==> config.mk <==
export PLATFORM = sky130hd
export DESIGN_NAME = fmap_stream_reader_flat
export DESIGN_NICKNAME = d
export VERILOG_FILES = /design/src/rtl/backbone_pkg.sv /design/src/rtl/fmap_stream_reader_pkg.sv /design/src/rtl/fmap_stream_reader_if.sv /design/src/rtl/fmap_skid_fifo.sv /design/src/rtl/fmap_stream_reader.sv /design/src/flat_wrapper.sv
export SDC_FILE = /design/constraint.sdc
export NUM_CORES = 1
export LEC_CHECK = 0
export ABC_AREA = 0
export CAP_MARGIN = 0
export CORE_MARGIN = 1.5
export CORE_UTILIZATION = 55
export CTS_BUF_LIST = sky130_fd_sc_hd__clkbuf_16
export DETAILED_ROUTE_END_ITERATION = 8
export GPL_TIMING_DRIVEN = 0
export PLACE_DENSITY = 0.78
export SETUP_SLACK_MARGIN = 0.15
export SYNTH_ARGS = -nofsm -noshare
export SYNTH_HDL_FRONTEND = slang
export SYNTH_HIERARCHICAL = 1
export SYNTH_SLANG_ARGS = --single-unit
==> constraint.sdc <==
create_clock -name clk -period 3 [get_ports clk]
set_input_delay 0.6 -clock clk [delete_from_list [all_inputs] [get_ports clk]]
set_output_delay 0.6 -clock clk [all_outputs]
set_load 0.02 [all_outputs]
==> src/rtl/backbone_pkg.sv <==
// Shared datapath types for the backbone layers.
package backbone_pkg;

    localparam int unsigned DATA_W = 16;

    typedef logic [DATA_W-1:0] data_t;

    // One output beat of a feature-map stream, data plus end-of-row/channel/frame markers.
    typedef struct packed {
        data_t data;
        logic  last_row;
        logic  last_ch;
        logic  last;
    } fmap_beat_t;

endpackage

==> src/rtl/fmap_stream_reader_pkg.sv <==
// Local types and helpers for the feature-map stream reader.
package fmap_stream_reader_pkg;

    // Number of marker bits stored beside each data word.
    localparam int unsigned FLAG_W = 3;

    typedef enum logic [1:0] {
        ST_IDLE  = 2'd0,
        ST_RUN   = 2'd1,
        ST_DRAIN = 2'd2,
        ST_DONE  = 2'd3
    } fsm_state_t;

    // Counter width for a modulo-n counter, never less than one bit.
    function automatic int unsigned cnt_w(input int unsigned n);
        return (n > 1) ? $clog2(n) : 1;
    endfunction

endpackage

==> src/rtl/fmap_stream_reader_if.sv <==
// Control, buffer-read and output-stream signals of the feature-map reader.
interface fmap_stream_reader_if #(
    parameter int unsigned ADDR_W = 18,
    parameter int unsigned DATA_W = backbone_pkg::DATA_W
);
    logic              start;
    logic [ADDR_W-1:0] base_addr;
    logic              busy;
    logic              done;
    logic              mem_rd_en;
    logic [ADDR_W-1:0] mem_addr;
    logic [DATA_W-1:0] mem_rd_data;
    logic              m_valid;
    logic              m_ready;
    logic [DATA_W-1:0] m_data;
    logic              m_last_row;
    logic              m_last_ch;
    logic              m_last;

    modport master (
        input  start, base_addr, mem_rd_data, m_ready,
        output busy, done, mem_rd_en, mem_addr,
        output m_valid, m_data, m_last_row, m_last_ch, m_last
    );

    modport slave (
        output start, base_addr, mem_rd_data, m_ready,
        input  busy, done, mem_rd_en, mem_addr,
        input  m_valid, m_data, m_last_row, m_last_ch, m_last
    );
endinterface

==> src/rtl/fmap_skid_fifo.sv <==
// Two-entry FIFO that absorbs the one-cycle buffer read latency.
module fmap_skid_fifo #(
    parameter int unsigned WIDTH = backbone_pkg::DATA_W + fmap_stream_reader_pkg::FLAG_W
) (
    input  logic             clk,
    input  logic             rst_n,
    input  logic             push,
    input  logic [WIDTH-1:0] din,
    input  logic             pop,
    output logic [WIDTH-1:0] dout,
    output logic [1:0]       count,
    output logic             empty
);
    logic [WIDTH-1:0] r_mem [2];
    logic             r_wr_ptr;
    logic             r_rd_ptr;
    logic [1:0]       r_count;
    logic             w_push;
    logic             w_pop;

    assign w_pop  = pop && (r_count != 2'd0);
    assign w_push = push && ((r_count != 2'd2) || w_pop);
    assign dout   = r_mem[r_rd_ptr];
    assign count  = r_count;
    assign empty  = (r_count == 2'd0);

    // Storage, pointers and occupancy; simultaneous push/pop keeps the count.
    always_ff @(posedge clk or negedge rst_n) begin
        if (!rst_n) begin
            r_mem[0] <= '0;
            r_mem[1] <= '0;
            r_wr_ptr <= 1'b0;
            r_rd_ptr <= 1'b0;
            r_count  <= 2'd0;
        end else begin
            if (w_push) begin
                r_mem[r_wr_ptr] <= din;
                r_wr_ptr        <= ~r_wr_ptr;
            end
            if (w_pop) begin
                r_rd_ptr <= ~r_rd_ptr;
            end
            case ({w_push, w_pop})
                2'b10:   r_count <= r_count + 2'd1;
                2'b01:   r_count <= r_count - 2'd1;
                default: r_count <= r_count;
            endcase
        end
    end

endmodule

==> src/rtl/fmap_stream_reader.sv <==
// Streams a CxHxW feature map from the on-chip buffer as valid/ready beats in CHW order.
module fmap_stream_reader
    import fmap_stream_reader_pkg::*;
#(
    parameter int unsigned C      = 64,
    parameter int unsigned H      = 56,
    parameter int unsigned W      = 56,
    parameter int unsigned DATA_W = 16,
    parameter int unsigned ADDR_W = 18
) (
    input  logic                 clk,
    input  logic                 rst_n,
    fmap_stream_reader_if.master bus
);
    localparam int unsigned N_WORDS = C * H * W;
    localparam int unsigned CW      = cnt_w(C);
    localparam int unsigned HW      = cnt_w(H);
    localparam int unsigned WW      = cnt_w(W);
    localparam int unsigned BEAT_W  = DATA_W + FLAG_W;

    fsm_state_t          r_state;
    logic                r_busy;
    logic                r_done;
    logic [ADDR_W-1:0]   r_base;
    logic [ADDR_W-1:0]   r_issued;
    logic [ADDR_W-1:0]   r_last_addr;
    logic [CW-1:0]       r_c;
    logic [HW-1:0]       r_h;
    logic [WW-1:0]       r_w;
    logic                r_inflight;
    logic [FLAG_W-1:0]   r_tag;

    logic [1:0]          w_fifo_count;
    logic                w_fifo_empty;
    logic [BEAT_W-1:0]   w_fifo_din;
    logic [BEAT_W-1:0]   w_fifo_dout;
    logic                w_pop;
    logic [2:0]          w_occupancy;
    logic [2:0]          w_limit;
    logic                w_rd_en;
    logic [ADDR_W-1:0]   w_rd_addr;
    logic                w_w_end;
    logic                w_h_end;
    logic                w_c_end;
    logic                w_start_acc;

    // Issue a read only while the FIFO plus the in-flight word can still hold it.
    assign w_pop       = !w_fifo_empty && bus.m_ready;
    assign w_occupancy = 3'(w_fifo_count) + 3'(r_inflight);
    assign w_limit     = 3'd2 + 3'(w_pop);
    assign w_rd_en     = (r_state == ST_RUN) && (w_occupancy < w_limit);
    assign w_rd_addr   = r_base + r_issued;
    assign w_start_acc = (r_state == ST_IDLE) && bus.start;

    assign w_w_end = (r_w == WW'(W - 1));
    assign w_h_end = (r_h == HW'(H - 1));
    assign w_c_end = (r_c == CW'(C - 1));

    assign w_fifo_din = {r_tag, bus.mem_rd_data};

    assign bus.busy       = r_busy;
    assign bus.done       = r_done;
    assign bus.mem_rd_en  = w_rd_en;
    assign bus.mem_addr   = w_rd_en ? w_rd_addr : r_last_addr;
    assign bus.m_valid    = !w_fifo_empty;
    assign bus.m_data     = w_fifo_dout[DATA_W-1:0];
    assign bus.m_last_row = w_fifo_dout[DATA_W];
    assign bus.m_last_ch  = w_fifo_dout[DATA_W+1];
    assign bus.m_last     = w_fifo_dout[DATA_W+2];

    // Frame sequencing: IDLE -> RUN -> DRAIN -> DONE, with busy/done registered.
    always_ff @(posedge clk or negedge rst_n) begin
        if (!rst_n) begin
            r_state <= ST_IDLE;
            r_busy  <= 1'b0;
            r_done  <= 1'b0;
            r_base  <= '0;
        end else begin
            case (r_state)
                ST_IDLE: begin
                    if (bus.start) begin
                        r_state <= ST_RUN;
                        r_busy  <= 1'b1;
                        r_base  <= bus.base_addr;
                    end
                end
                ST_RUN: begin
                    if (w_rd_en && (r_issued == ADDR_W'(N_WORDS - 1))) begin
                        r_state <= ST_DRAIN;
                    end
                end
                ST_DRAIN: begin
                    if (w_pop && w_fifo_dout[DATA_W+2]) begin
                        r_state <= ST_DONE;
                        r_done  <= 1'b1;
                    end
                end
                ST_DONE: begin
                    r_state <= ST_IDLE;
                    r_done  <= 1'b0;
                    r_busy  <= 1'b0;
                end
                default: r_state <= ST_IDLE;
            endcase
        end
    end

    // Read counter and (c,h,w) position of the next word to be issued.
    always_ff @(posedge clk or negedge rst_n) begin
        if (!rst_n) begin
            r_issued    <= '0;
            r_last_addr <= '0;
            r_c         <= '0;
            r_h         <= '0;
            r_w         <= '0;
        end else if (w_start_acc) begin
            r_issued <= '0;
            r_c      <= '0;
            r_h      <= '0;
            r_w      <= '0;
        end else if (w_rd_en) begin
            r_issued    <= r_issued + ADDR_W'(1);
            r_last_addr <= w_rd_addr;
            if (w_w_end) begin
                r_w <= '0;
                if (w_h_end) begin
                    r_h <= '0;
                    r_c <= w_c_end ? '0 : r_c + CW'(1);
                end else begin
                    r_h <= r_h + HW'(1);
                end
            end else begin
                r_w <= r_w + WW'(1);
            end
        end
    end

    // Track the outstanding read and carry its end markers to the FIFO write.
    always_ff @(posedge clk or negedge rst_n) begin
        if (!rst_n) begin
            r_inflight <= 1'b0;
            r_tag      <= '0;
        end else begin
            r_inflight <= w_rd_en;
            if (w_rd_en) begin
                r_tag <= {w_c_end && w_h_end && w_w_end, w_h_end && w_w_end, w_w_end};
            end
        end
    end

    fmap_skid_fifo #(
        .WIDTH (BEAT_W)
    ) u_fifo (
        .clk   (clk),
        .rst_n (rst_n),
        .push  (r_inflight),
        .din   (w_fifo_din),
        .pop   (w_pop),
        .dout  (w_fifo_dout),
        .count (w_fifo_count),
        .empty (w_fifo_empty)
    );

endmodule
==> src/flat_wrapper.sv <==
// flat-port wrapper written by rule: the top's interface ports become plain ports
module fmap_stream_reader_flat import fmap_stream_reader_pkg::*;
#(
    parameter int unsigned C      = 64,
    parameter int unsigned H      = 56,
    parameter int unsigned W      = 56,
    parameter int unsigned DATA_W = 16,
    parameter int unsigned ADDR_W = 18
)
  (clk, rst_n, bus_start, bus_base_addr, bus_mem_rd_data, bus_m_ready, bus_busy, bus_done, bus_mem_rd_en, bus_mem_addr, bus_m_valid, bus_m_data, bus_m_last_row, bus_m_last_ch, bus_m_last);
  fmap_stream_reader_if #(.ADDR_W(ADDR_W), .DATA_W(DATA_W)) bus_i ();
  input  logic clk;
  input  logic rst_n;
  input wire logic [$bits(bus_i.start)-1:0] bus_start;
  input wire logic [$bits(bus_i.base_addr)-1:0] bus_base_addr;
  input wire logic [$bits(bus_i.mem_rd_data)-1:0] bus_mem_rd_data;
  input wire logic [$bits(bus_i.m_ready)-1:0] bus_m_ready;
  output wire logic [$bits(bus_i.busy)-1:0] bus_busy;
  output wire logic [$bits(bus_i.done)-1:0] bus_done;
  output wire logic [$bits(bus_i.mem_rd_en)-1:0] bus_mem_rd_en;
  output wire logic [$bits(bus_i.mem_addr)-1:0] bus_mem_addr;
  output wire logic [$bits(bus_i.m_valid)-1:0] bus_m_valid;
  output wire logic [$bits(bus_i.m_data)-1:0] bus_m_data;
  output wire logic [$bits(bus_i.m_last_row)-1:0] bus_m_last_row;
  output wire logic [$bits(bus_i.m_last_ch)-1:0] bus_m_last_ch;
  output wire logic [$bits(bus_i.m_last)-1:0] bus_m_last;
  assign bus_i.start = bus_start;
  assign bus_i.base_addr = bus_base_addr;
  assign bus_i.mem_rd_data = bus_mem_rd_data;
  assign bus_i.m_ready = bus_m_ready;
  assign bus_busy = bus_i.busy;
  assign bus_done = bus_i.done;
  assign bus_mem_rd_en = bus_i.mem_rd_en;
  assign bus_mem_addr = bus_i.mem_addr;
  assign bus_m_valid = bus_i.m_valid;
  assign bus_m_data = bus_i.m_data;
  assign bus_m_last_row = bus_i.m_last_row;
  assign bus_m_last_ch = bus_i.m_last_ch;
  assign bus_m_last = bus_i.m_last;
  fmap_stream_reader #(.C(C), .H(H), .W(W), .DATA_W(DATA_W), .ADDR_W(ADDR_W)) u_core (.clk(clk), .rst_n(rst_n), .bus(bus_i));
endmodule
==> impl_metrics.csv <==
group,metric,value,unit
placement,dp_hpwl,10500,microns
routing,drt_iter0_markers,631,
synthesis,synth_xor_area_share,4.99,%
power_and_ir_drop,ir_worst_vdd,0.783,mV
critical_path,critical_path.slowest_cell,"dfrtp_2",
routing,viasPerCell,6.23,
critical_path,required,2.40,ns
run,cap_violations,0,
clock_tree,cts_tree,"yes",
critical_path,cp.arrival,2.92,ns
global_routing,grt_pass1_vias,5828,
placement,routabilityCongestion,0.840,
synthesis,synth_area_leaders,"dfrtp_1 (47%), mux2_2 (12%), ha_1 (5.4%)",
finish,antenna_cells,0,
clock_tree,clk_latency,0.42,ns
synthesis,synth-async-reset-ratio,100,%
synthesis,synth_area,6500,sq um
clock_tree,cts_sinks,122,
sta,slew_headroom,58.8,%
synthesis,synth.largest_area_cell,"dfrtp_1",
critical_path,cp-end-kind,"primary output",
finish,synthToLayoutAreaGrowth,40.5,%
synthesis,synth_edf_count,0,
critical_path,startpoint_type,"flip-flop",
synthesis,synth_flop_cell,"dfrtp_1",
global_routing,grt_remaining_overflow,0,
outcome,violations,"negative setup slack",
finish,postLayoutCoreUtil,79.6,%
routing,drc,0,
clock_tree,h-tree-depth,4,
synthesis,ys_ff_latch,122,
floorplan,die_h,112,microns
finish,final_common_cell,"dfrtp_1",
floorplan,initial_core_util,56.7,%
sta,setup_violations,13,
placement,io_buffers,78,
critical_path,criticalPathCategory,"reg -> out",
synthesis,synthMuxAreaShare,14.4,%
clock_tree,cts_hold_buf,0,
finish,nNetsFinal,836,
critical_path,cp_cell_sequence,"buf_6 -> ha_4 -> a21oi_4 -> nor3b_4 -> buf_6 -> o21bai_4 -> a21oi_2 -> mux2i_1 -> o311ai_2 -> buf_4",
synthesis,ys_warn_count,6,
sta,finalHoldViolCount,0,
synthesis,synthCells,618,
clock_tree,numCtsBuffers,17,
global_routing,grtUsageTotal,29.2,%
global_routing,grt_first_pass_wirelength,28800,microns
routing,routedWlPerCell,21.3,microns
clock_tree,clk_pin_slew,0.06,ns
synthesis,synth_top_family_by_area,"simple AND/OR/NAND/NOR gates",
sta,slew_viol_final,0,
routing,drt-pass1-iter-count,6,
synthesis,yosysTopAreaCellShare,47.0,%
floorplan,std_cell_rows,39,
sta,tightest_slew,0.616,ns
synthesis,syn_area_per_cell,10.5,sq um
outcome,outcome,"finished, violations left",
critical_path,path_max_fanout,4,
sta,rsz0062_at_grt,"yes",
floorplan,dieArea,12500,sq um
synthesis,synth_seq_area_share,47.0,%
finish,final_cell_mix,"dfrtp_1 (116), mux2_2 (65), nand2_1 (61)",
critical_path,cpMostUsedCell,"buf_6",
synthesis,synth_adder_area_share,5.70,%
global_routing,antenna_found_initial,0,
sta,setup_ws,-0.516,ns
sta,finalCritPeriodShare,117,%
placement,dp_slack,-0.924,ns
power_and_ir_drop,p_sw_share,40.1,%
sta,final.setup_skew,0.00654,ns
synthesis,synth_compound_area_share,10.4,%
clock_tree,cts_root_buffer,"clkbuf_16",
power_and_ir_drop,internal_power,5.92,mW
synthesis,ys_types,60,
synthesis,yosys.area_share.simple,15.0,%
min_path,worstHoldPathType,"in -> async",
critical_path,critPathMaxStageDelay,0.46,ns
finish,drive_gt1_share,34.9,%
sta,fmax,284,MHz
routing,ant_nets,0,
power_and_ir_drop,power_switching,3.96,mW
clock_tree,clockBufferDepth,2,
floorplan,die_x,112,microns
sta,min_period,3.52,ns
floorplan,core-area,11500,sq um
synthesis,synthesis.nets,685,
power_and_ir_drop,power_frac_comb,57.9,%
power_and_ir_drop,power_density,1080,nW/um^2
floorplan,pin_count,79,
power_and_ir_drop,seqPwrFrac,24.7,%
routing,vias,5759,
global_routing,grt_max_degree,74,
power_and_ir_drop,p_leak,4.08,nW
power_and_ir_drop,clockPowerShare,17.4,%
routing,drt_wl_total,19700,microns
[stage by stage]
stage	hold slack (ns)	power, mW	setup TNS, ns	cells	instance area [sq um]
3_3_place_gp	0.462	6.09	-408.37	839	7490
3_5_place_dp	0.471	6.23	-15.46	840	7520
5_1_grt	0.136	10.3	-4.80	925	9130
4_1_cts	0.128	9.31	-1.95	909	8850
6_report	0.119	9.87	-3.66	925	9130
2_1_floorplan	0.304	4.82	0	618	6530
[worst paths after layout]
path	slack (ns)	depth (start not counted)	from	endpoint
setup / recovery	-0.52	10	u_core/r_issued[1]	bus_mem_addr[9]
hold / removal	0.12	1	rst_n	u_core/u_fifo/r_mem[32]
setup reg to reg	0.06	9	u_core/r_inflight	u_core/r_state[0]
hold reg to reg	0.49	2	u_core/r_last_addr[16]	u_core/r_last_addr[16]
max in group asynchronous	2.16	2	rst_n	u_core/r_issued[9]
min in group clk	0.49	2	u_core/r_last_addr[16]	u_core/r_last_addr[16]
[critical path: cells and delay by family, from the launching register on]
family	cells	cell delay, ns
flip-flops	1	0.46
AND/OR/NAND/NOR	1	0.26
AO/OA/AOI/OAI	4	0.60
multiplexers	1	0.39
buffers and inverters	3	0.52
adder cells (fa/ha/maj)	1	0.26
[repair_timing]
action | CTS | global route
pin swaps | 34 | 34
resized for setup | 225 | 45
setup endpoints to repair | 20 | 61
gates cloned | 1 | 0
setup buffers | 36 | 16
[power by group through the flow]
stage               clock (mW)  combinational [mW]  sequential, mW
floorplan                    0                2.49            2.33
global placement             0                3.71            2.38
detailed placement           0                3.81            2.42
CTS                       1.74                5.18            2.39
global route              1.84                5.95            2.47
finish                    1.72                5.71            2.44
[flip-flops by register name (all words and copies together) (netlist names), 2 cells and up]
signal	cells
u_core/r_issued	18
u_core/r_base	18
u_core/r_w	6
u_core/r_last_addr	18
u_core/u_fifo/r_mem	38
u_core/r_h	6
u_core/r_c	6
u_core/u_fifo/count	2
u_core/r_tag	3
u_core/r_state	2
[synth_stat cells (all sizes together), types with 5 or more instances]
master	n
a211oi	5
dfrtp	122
ha	28
nor3	13
a31oi	6
nand2	74
inv	10
buf	6
mux2	78
nand3	24
clkbuf	19
a21oi	33
o21a	5
o21ai	36
o31ai	7
and3	12
nor2	53
xor2	20
or3	5
xnor2	17
[cells by family (layout without fill, tap and decap cells)]
family	count (synthesis)	in the layout
flip-flops	122	122
AND/OR/NAND/NOR	204	204
XOR/XNOR	37	37
adder cells (fa/ha/maj)	29	29
AO/OA/AOI/OAI	111	111
buffers and inverters	35	199
multiplexers	80	80
[cell type report]
class / instances / area (sq um)
inverters: 10 / 40.0
clock buffers: 17 / 425
fillers: 619 / 2340
repair buffers: 132 / 1270
multi-input cells: 461 / 3810
plain buffers: 25 / 274
clock inverters: 15 / 71.3
flip-flops and latches: 122 / 3060
well taps: 143 / 179
[metal layers]
| metal | vias to the layer above | wire, microns | GRT usage (%) |
|---|---|---|---|
| met5 | - | 0 | 0 |
| met4 | 0 | 1030 | 15.9 |
| met3 | 101 | 1490 | 6.75 |
| met2 | 349 | 9870 | 48.5 |
| met1 | 2820 | 7350 | 35.4 |
| li1 | 2489 | - | - |
(Power assumes the default switching activity.)
